===== config.mk =====
export PLATFORM = sky130hd
export DESIGN_NAME = serial_subtractor
export DESIGN_NICKNAME = d
export VERILOG_FILES = /design/src/rtl/serial_subtractor.sv
export SDC_FILE = /design/constraint.sdc
export NUM_CORES = 1
export LEC_CHECK = 0
export ABC_AREA = 1
export CELL_PAD_IN_SITES_DETAIL_PLACEMENT = 1
export CELL_PAD_IN_SITES_GLOBAL_PLACEMENT = 2
export CORE_MARGIN = 8
export CORE_UTILIZATION = 29
export CTS_CLUSTER_DIAMETER = 150
export CTS_CLUSTER_SIZE = 28
export DETAILED_ROUTE_END_ITERATION = 12
export GPL_TIMING_DRIVEN = 0
export PLACE_DENSITY = 0.74
export SKIP_CTS_REPAIR_TIMING = 1
export SYNTH_ARGS = -nofsm -noshare
export SYNTH_HDL_FRONTEND = slang
export SYNTH_SLANG_ARGS = --single-unit

===== constraint.sdc =====
create_clock -name clk -period 1.6 [get_ports clk]
set_input_delay 0.16 -clock clk [delete_from_list [all_inputs] [get_ports clk]]
set_output_delay 0.16 -clock clk [all_outputs]
set_load 0.05 [all_outputs]

===== src/rtl/serial_subtractor.sv =====
// serial_subtractor
//   Bit-serial, LSB-first unsigned subtractor computing (a - b) mod 2^WIDTH.
//   Each RUN cycle handles one bit with a difference/borrow cell and a
//   registered borrow, so one result takes WIDTH cycles in RUN.
//   A start/busy/done handshake controls it. The result is held until the
//   next operation completes or a reset occurs.
//
// Ports
//   clk        : clock; all state changes on its rising edge
//   rst        : synchronous active-high reset
//   start      : request pulse; accepted only in IDLE or DONE
//   a, b       : minuend / subtrahend, captured on the accepting edge
//   busy       : high while the operation is in progress (RUN)
//   done       : one-cycle pulse; diff/borrow_out are valid from this cycle
//   diff       : (a - b) mod 2^WIDTH
//   borrow_out : 1 when a < b (unsigned)
module serial_subtractor #(
  parameter int WIDTH = 8,
  localparam int CNT_W = $clog2(WIDTH + 1)
) (
  input  logic             clk,
  input  logic             rst,
  input  logic             start,
  input  logic [WIDTH-1:0] a,
  input  logic [WIDTH-1:0] b,
  output logic             busy,
  output logic             done,
  output logic [WIDTH-1:0] diff,
  output logic             borrow_out
);

  localparam logic [1:0] ST_IDLE = 2'd0;
  localparam logic [1:0] ST_RUN  = 2'd1;
  localparam logic [1:0] ST_DONE = 2'd2;

  logic [1:0]       state_reg;
  logic [WIDTH-1:0] sa_reg;
  logic [WIDTH-1:0] sb_reg;
  logic             br_reg;
  logic [CNT_W-1:0] cnt_reg;
  logic [WIDTH-1:0] part_reg;
  logic [WIDTH-1:0] diff_reg;
  logic             borrow_reg;

  logic             bit_x;
  logic             bit_y;
  logic             d_next;
  logic             br_next;
  logic [WIDTH-1:0] part_next;
  logic             last_bit;

  // Difference/borrow cell for the current LSB of the shifting operands.
  always_comb begin
    bit_x     = sa_reg[0];
    bit_y     = sb_reg[0];
    d_next    = bit_x ^ bit_y ^ br_reg;
    br_next   = (~bit_x & bit_y) | (~(bit_x ^ bit_y) & br_reg);
    // Difference bits enter at the MSB; after WIDTH shifts bit 0 sits at LSB.
    part_next = {d_next, part_reg[WIDTH-1:1]};
    last_bit  = (cnt_reg == CNT_W'(WIDTH - 1));
  end

  always_ff @(posedge clk) begin
    if (rst) begin
      state_reg  <= ST_IDLE;
      sa_reg     <= '0;
      sb_reg     <= '0;
      br_reg     <= 1'b0;
      cnt_reg    <= '0;
      part_reg   <= '0;
      diff_reg   <= '0;
      borrow_reg <= 1'b0;
    end else begin
      case (state_reg)
        ST_IDLE, ST_DONE: begin
          if (start) begin
            state_reg <= ST_RUN;
            sa_reg    <= a;
            sb_reg    <= b;
            br_reg    <= 1'b0;
            cnt_reg   <= '0;
            part_reg  <= '0;
          end else begin
            state_reg <= ST_IDLE;
          end
        end
        ST_RUN: begin
          sa_reg   <= sa_reg >> 1;
          sb_reg   <= sb_reg >> 1;
          br_reg   <= br_next;
          part_reg <= part_next;
          cnt_reg  <= cnt_reg + CNT_W'(1);
          // The published result only moves on the edge that finishes the
          // last bit, so it stays stable through a following RUN.
          if (last_bit) begin
            state_reg  <= ST_DONE;
            diff_reg   <= part_next;
            borrow_reg <= br_next;
          end
        end
        default: state_reg <= ST_IDLE;
      endcase
    end
  end

  assign busy       = (state_reg == ST_RUN);
  assign done       = (state_reg == ST_DONE);
  assign diff       = diff_reg;
  assign borrow_out = borrow_reg;

endmodule


==> impl_metrics.tcl, run 1 <==
set metrics [dict create \
    worstHoldStart "rst" \
    setup_violations 0 \
    netlist_area_um2 1780 \
    initial_core_util_pct 30.0 \
    cpMaxStageDelayCell "dfxtp_1" \
    htree_levels 2 \
    yosysTopAreaCellShare_pct 43.9 \
    crit_start "state_reg[1]" \
    slew_headroom_pct 65.3 \
    grt_pass1_wl_um 8490 \
    clock-sinks 39 \
    hold_viol 0 \
    final_common_cell "nand3_1" \
    period_needed_ns 1.52 \
    synth_fp_nets 263 \
    drtIter0Drc 78 \
    hold_path_end "part_reg[2]" \
    antenna_found_initial 0 \
    rows 28 \
    detail_route.wl_per_cell_um 14.1 \
    ir_drop_mv 0.406 \
    synth.yosys.seq_area_share_pct 43.9 \
    path_cells "inv_2 -> buf_2 -> nor2_1 -> buf_2" \
    critical_path_required_ns 1.44 \
    drtPass1Iterations 4 \
    max_stage_delay_ns 0.40 \
    vias_per_cell 4.79 \
    cts_max_path_buffers 2 \
    fmax_mhz 659 \
    syn_avg_cell_area_um2 7.35 \
    hold_depth 2 \
    worst_pin_slew_ns 0.521 \
    clock_skew_ns 0.00421 \
    critPathMaxFanout 10 \
    io_buffers 27 \
    clock-root-buffer "clkbuf_8" \
    fin_util_pct 38.2 \
    synth_area_leaders "dfxtp_1, nand3_1, nand2_1" \
    diodes 0 \
    mostFrequentLayoutCells "nand3_1, nand2_1, dfxtp_1" \
    holdCritPathClass "primary input to flop" \
    dp_hpwl_um 3570 \
    grt_max_degree 12 \
    rr_worst_depth 6 \
    p_leak_nw 1.08 \
    core_region_area_um2 5920 \
    drive_gt1_share_pct 11.4 \
    gr-total-overflow 0 \
    fp.dieH_um 94.3 \
    postSynthCellCount 242 \
    die_area_um2 8890 \
    first_global_vias 1783 \
    cpMostUsedCell "buf_2" \
    gp_congestion 0.743 \
    reg2reg_slack_ns 0.28 \
    tritoncts "yes" \
    r2r_end "diff[6]" \
    clk_latency_ns 0.29 \
    cap_violations 0 \
    worst_setup_path_end_kind "primary output" \
    die_w_um 94.3 \
    arrival_ns 1.36 \
    ys_warn_count 0 \
    ant_nets 0 \
    area_growth_pct 27.2 \
    dp_slack_ns -0.277 \
    path_class "flop to primary output" \
    grtUsageTotal_pct 12.1 \
    drt-total-wl_um 5010 \
    fin_ws_ns 0.0817 \
    yosysTopAreaCell "dfxtp_1" \
    ys_seq_elements 39 \
    fin_crit_sh_pct 94.9 \
    cts_made_buffers 5 \
    critPathLaunchType "flop" \
    status "finished clean" \
    power-per-cell-area_nw_per_um2 874 \
    r2r-start "cnt_reg[0]" \
    drc_errors 0 \
    vias 1701 \
    rsz0062_at_grt "no" \
    clk_transition_reported_paths_ns 0.08 \
    finalNetCount 300 \
    ios 30 \
    ys_types 18 \
    final_max_slew_viol_count 0 \
]
[power by group]
group	switching [W]	internal (W)	leakage [nW]	total, W
clock network	0.000343	0.000306	0.0422	0.000649
registers	0.0000225	0.00101	0.317	0.00103
logic	0.000171	0.000128	0.722	0.000298
[worst max path at each step]
stage	to	slack, ns
CTS	busy	-0.60
global placement	busy	-0.28
global route	done	0.002
finish	done	0.08
detailed placement	busy	-0.28
floorplan	done	0.17
[layer usage]
metal / up-vias / global-route usage (%) / wire, um
li1: 871 / - / -
met1: 805 / 15.4 / 2540
met2: 18 / 18.7 / 2230
met3: 7 / 2.80 / 149
met4: 0 / 5.94 / 95
met5: - / 0 / 0
[final cells by class]
class	instances	area, um^2
clock inverters	1	5.00
well taps	75	93.8
plain buffers	17	114
clock buffers	7	76.3
repair buffers	30	308
multi-input cells	162	791
flip-flops and latches	39	781
fillers	748	3660
inverters	24	92.6
[kinds of logic (layout without fill, tap and decap cells)]
group | Yosys count | in the layout | synth area share, %
simple gates | 130 | 130 | 34.2
buf+inv | 41 | 79 | 11.6
flops | 39 | 39 | 43.9
compound gates | 30 | 30 | 8.44
fa+ha+maj | 2 | 2 | 1.83
[worst max-delay path, delay by kind of cell, from the launching register on]
family | cells | cell delay, ns
buf+inv | 3 | 0.56
flops | 1 | 0.40
simple gates | 1 | 0.10
[through the flow]
step / cell area (um^2) / total power, W / TNS, ns / hold slack (ns) / cells
CTS: 2220 / 0.00200 / -1.14 / 0.160 / 352
floorplan: 1780 / 0.00124 / 0 / 0.307 / 242
detailed placement: 2140 / 0.00135 / -0.413 / 0.467 / 344
finish: 2260 / 0.00198 / 0 / 0.164 / 355
global placement: 2140 / 0.00134 / -0.429 / 0.461 / 344
global route: 2260 / 0.00209 / 0 / 0.182 / 355
[synth_stat cells]
library cell,number
inv_2,1
nor2_4,2
fa_1,1
nand2_4,1
buf_2,7
nand2_2,2
inv_4,1
nand3_1,74
nand2_1,40
clkbuf_1,3
a21oi_1,28
buf_6,4
o21ai_0,2
dfxtp_1,39
buf_4,3
nor2_1,11
ha_1,1
inv_1,22
Note: power is estimated with default switching activity, not from simulation.
==> inputs of run 2 (changes only) <==
- REMOVE_ABC_BUFFERS: not set -> 1
==> run 2 against run 1 <==
Effect of this change:
- count of clock-buffer cells in the layout down 1
- clock skew rose by 0.0016 ns
- sequential power barely moved
- via count decreased by 2.9%
- fmax up 2.6%
- register-to-register slack lost 0.14 ns
- total power shrank 4.5%
- worst setup slack improved by 0.039 ns
- global-route usage shrank 0.61 points
- highest routed layer unchanged
==> impl_metrics.tcl, run 2 (synthesis results as in run 1) <==
set metrics [dict create \
    status "finished clean" \
    drtPass1Iterations 4 \
    dp_hpwl_um 2970 \
    slew_headroom_pct 56.5 \
    drt-total-wl_um 4630 \
    setup_violations 0 \
    cpMaxStageDelayCell "dfxtp_4" \
    drive_gt1_share_pct 6.87 \
    p_leak_nw 1.02 \
    area_growth_pct 21.5 \
    max_stage_delay_ns 0.49 \
    path_cells "inv_4 -> nor2_4 -> buf_6" \
    clock_skew_ns 0.00580 \
    core_region_area_um2 5920 \
    rows 28 \
    critPathLaunchType "flop" \
    cap_violations 0 \
    final_max_slew_viol_count 0 \
    first_global_vias 1741 \
    die_w_um 94.3 \
    cts_made_buffers 5 \
    internal_power_w 0.00140 \
    vias_per_cell 4.90 \
    htree_levels 2 \
    critPathMaxFanout 18 \
    power.switching_w 0.000491 \
    grt_pass1_wl_um 8240 \
    power-per-cell-area_nw_per_um2 874 \
    gp_congestion 0.678 \
    gr-total-overflow 0 \
    hold_slack_ns 0.453 \
    power_frac_seq_pct 55.1 \
    fp.dieH_um 94.3 \
    placed_area_um2 2050 \
    clk_transition_reported_paths_ns 0.07 \
    diodes 0 \
    finalNetCount 284 \
    antenna_found_initial 0 \
    grt_max_degree 30 \
    mostFrequentLayoutCells "nand3_1, nand2_1, dfxtp_1" \
    die_area_um2 8890 \
    power.switching_fraction_pct 26.0 \
    ir_drop_mv 0.423 \
    ios 30 \
    detail_route.wl_per_cell_um 13.7 \
    clock-sinks 39 \
    initial_core_util_pct 30.0 \
    worst_setup_path_end_kind "primary output" \
    drc_errors 0 \
    clk_latency_ns 0.28 \
    tritoncts "yes" \
    clock-root-buffer "clkbuf_8" \
    cts_max_path_buffers 2 \
    path_class "flop to primary output" \
    clockPowerShare_pct 31.8 \
    hold_viol 0 \
    p_total_w 0.00189 \
    stdcell_area_um2 2160 \
    arrival_ns 1.32 \
    ant_nets 0 \
    holdCritPathClass "primary input to flop" \
    io_buffers 29 \
    rsz0062_at_grt "yes" \
    final_common_cell "nand3_1" \
    vias 1651 \
    worst_pin_slew_ns 0.651 \
    critical_path_required_ns 1.44 \
    fmax_mhz 676 \
    grtUsageTotal_pct 11.5 \
    drtIter0Drc 57 \
    pwr-share-comb_pct 13.0 \
    period_needed_ns 1.48 \
    fin_crit_sh_pct 92.5 \
]
run 2: cell types whose count changed in the layout (fill, tap and decap cells not counted):
cell            delta
dfxtp_1            -1
nand2_2            -1
buf_2              -8
dfxtp_4            +1
buf_4              -5
nand2_4            +1
buf_6              -3
clkbuf_2           +2
clkbuf_1           -4
dlymetal6s2s_1     +1
clkinv_2           -1
run 2: routing by layer:
layer	GRT usage [%]	wire [um]
met5	0	0
met4	4.76	63
met3	2.56	121
met2	19.7	2310
met1	13.4	2140
run 2: worst max-delay path: cells and delay by family (launching register included):
kind                   cells  cell delay [ns]
DFF                        1             0.49
and+or+nand+nor            1             0.21
buffers and inverters      2             0.33
run 2: stage by stage:
step	cells	TNS [ns]	util [%]	setup slack, ns
floorplan	225	-0.652	-	-0.0815
global placement	329	-18.02	34.6	-0.879
detailed placement	329	-17.41	34.6	-0.852
CTS	335	-13.56	35.8	-1.14
global route	337	-0.0716	36.5	-0.0247
finish	337	0	36.5	0.120
run 2: path summary, 6_finish.rpt:
check	start	end	slack [ns]	cells after the start
worst max-delay path	state_reg[0]	busy	0.12	3
worst min-delay path	a[7]	sa_reg[7]	0.45	3
worst max register to register	state_reg[1]	diff[3]	0.14	5
worst min register to register	diff[7]	diff[7]	0.47	2
run 2: layout make-up:
type,instances,area [um^2]
inverters,24,92.6
multi-input cells,162,796
flip-flops and latches,39,785
repair buffers,31,322
well taps,75,93.8
fillers,731,3760
clock buffers,6,72.6
run 2: power groups by stage:
stage | Clock (W) | Sequential, W | Combinational [W]
final | 0.000601 | 0.00104 | 0.000246
after global routing | 0.000680 | 0.00105 | 0.000282
after CTS | 0.000638 | 0.00104 | 0.000244
after detailed placement | 0 | 0.00106 | 0.000244
after global placement | 0 | 0.00106 | 0.000243
after floorplan | 0 | 0.00105 | 0.000136
==> inputs of run 3 (changes only) <==
- SLEW_MARGIN: not set -> 40
==> run 3 against run 2 <==
Effect of this change:
- sequential power about the same
- routed wire length increased by 0.43%
- critical endpoint unchanged
- non-clock buffer count stayed put
- register-to-register slack barely moved
- core utilization did not move
- first-iteration DRC count rose by 5.3%
- combinational power about the same
- sequential share of layout area is the same
- flip-flop and latch count stayed put
- highest routed layer unchanged
==> impl_metrics.tcl, run 3 (synthesis results as in run 1) <==
set metrics [dict create \
    fin_ws_ns 0.121 \
    antenna_found_initial 0 \
    drtPass1Iterations 4 \
    htree_levels 2 \
    drtIter0Drc 60 \
    final_common_cell "nand3_1" \
    critical_path_required_ns 1.44 \
    stdcell_area_um2 2160 \
    holdCritPathClass "primary input to flop" \
    grtUsageTotal_pct 11.4 \
    status "finished clean" \
    setup_violations 0 \
    hold_depth 2 \
    slew_headroom_pct 56.7 \
    final_max_slew_viol_count 0 \
    tritoncts "yes" \
    path_class "flop to primary output" \
    rr_worst_depth 5 \
    cpMaxStageDelayCell "dfxtp_4" \
    io_buffers 29 \
    clock-sinks 39 \
    max_stage_delay_ns 0.49 \
    fp.dieH_um 94.3 \
    die_w_um 94.3 \
    cts_made_buffers 5 \
    drc_errors 0 \
    ir_drop_mv 0.423 \
    first_global_vias 1743 \
    gp_congestion 0.678 \
    core_region_area_um2 5920 \
    arrival_ns 1.32 \
    initial_core_util_pct 30.0 \
    drt-total-wl_um 4650 \
    vias_per_cell 4.94 \
    detail_route.wl_per_cell_um 13.8 \
    drive_gt1_share_pct 6.87 \
    path_cells "inv_4 -> nor2_4 -> buf_6" \
    placed_area_um2 2040 \
    critPathLaunchType "flop" \
    period_needed_ns 1.48 \
    diodes 0 \
    worst_setup_path_end_kind "primary output" \
    clock-root-buffer "clkbuf_8" \
    power-per-cell-area_nw_per_um2 874 \
    gr-total-overflow 0 \
    worst_pin_slew_ns 0.649 \
    grt_pass1_wl_um 8240 \
    dp_hpwl_um 2970 \
    p_leak_nw 1.02 \
    critPathMaxFanout 18 \
    rows 28 \
    fmax_mhz 676 \
    clk_transition_reported_paths_ns 0.07 \
    vias 1665 \
    clock_skew_ns 0.00574 \
    ios 30 \
    mostFrequentLayoutCells "nand3_1, nand2_1, dfxtp_1" \
    hold_viol 0 \
    reg2reg_slack_ns 0.14 \
    die_area_um2 8890 \
    grt_max_degree 30 \
    dp_slack_ns -0.852 \
    cts_max_path_buffers 2 \
    area_growth_pct 21.5 \
    finalNetCount 284 \
    ant_nets 0 \
    cap_violations 0 \
    fillerInstances 730 \
    clk_latency_ns 0.28 \
    fin_crit_sh_pct 92.5 \
]
run 3: cell count changes in the layout (fill, tap and decap cells not counted):
cell	before	now
buf_2	0	1
clkbuf_2	2	1
run 3: worst max-delay path: cells and delay by family (launching register included):
kind                   cells  cell delay, ns
DFF                        1            0.49
buffers and inverters      2            0.33
and+or+nand+nor            1            0.21
run 3: path summary, 6_finish.rpt:
| check | from | endpoint |
|---|---|---|
| setup reg to reg | state_reg[1] | diff[3] |
| setup / recovery | state_reg[0] | busy |
| hold / removal | rst | state_reg[1] |
| hold reg to reg | diff[7] | diff[7] |
run 3: per-stage QoR:
| stage | std cells | power (W) | TNS, ns | utilization [%] | hold WS [ns] |
|---|---|---|---|---|---|
| detailed placement | 329 | 0.00130 | -11.15 | 34.5 | 0.469 |
| global placement | 329 | 0.00130 | -18.02 | 34.6 | 0.462 |
| floorplan | 225 | 0.00119 | -0.652 | - | 0.229 |
| CTS | 335 | 0.00192 | -10.76 | 35.7 | 0.358 |
| global route | 337 | 0.00201 | -0.0687 | 36.5 | 0.379 |
| finish | 337 | 0.00189 | 0 | 36.5 | 0.354 |
run 3: where the power goes:
| group | switching, W | total (W) | internal [W] |
|---|---|---|---|
| Combinational | 0.000148 | 0.000247 | 0.0000994 |
| Sequential | 0.0000335 | 0.00104 | 0.00101 |
| Clock | 0.000311 | 0.000601 | 0.000291 |
| Total | 0.000492 | 0.00189 | 0.00140 |
run 3: layer usage:
| metal | part of all wire (%) | track usage, % | routed length (um) | vias up |
|---|---|---|---|---|
| met5 | 0 | 0 | 0 | - |
| met4 | 1.4 | 4.76 | 63 | 0 |
| met3 | 3.1 | 2.56 | 146 | 5 |
| met2 | 49 | 19.5 | 2290 | 24 |
| met1 | 46 | 13.4 | 2150 | 803 |
| li1 | - | - | - | 833 |
run 3: layout make-up:
class                   count  area, um^2  share of cell area, %
flip-flops and latches     39         785                   36.3
well taps                  75        93.8                   4.34
repair buffers             31         322                   14.9
multi-input cells         162         796                   36.8
clock buffers               6        72.6                   3.36
inverters                  24        92.6                   4.28
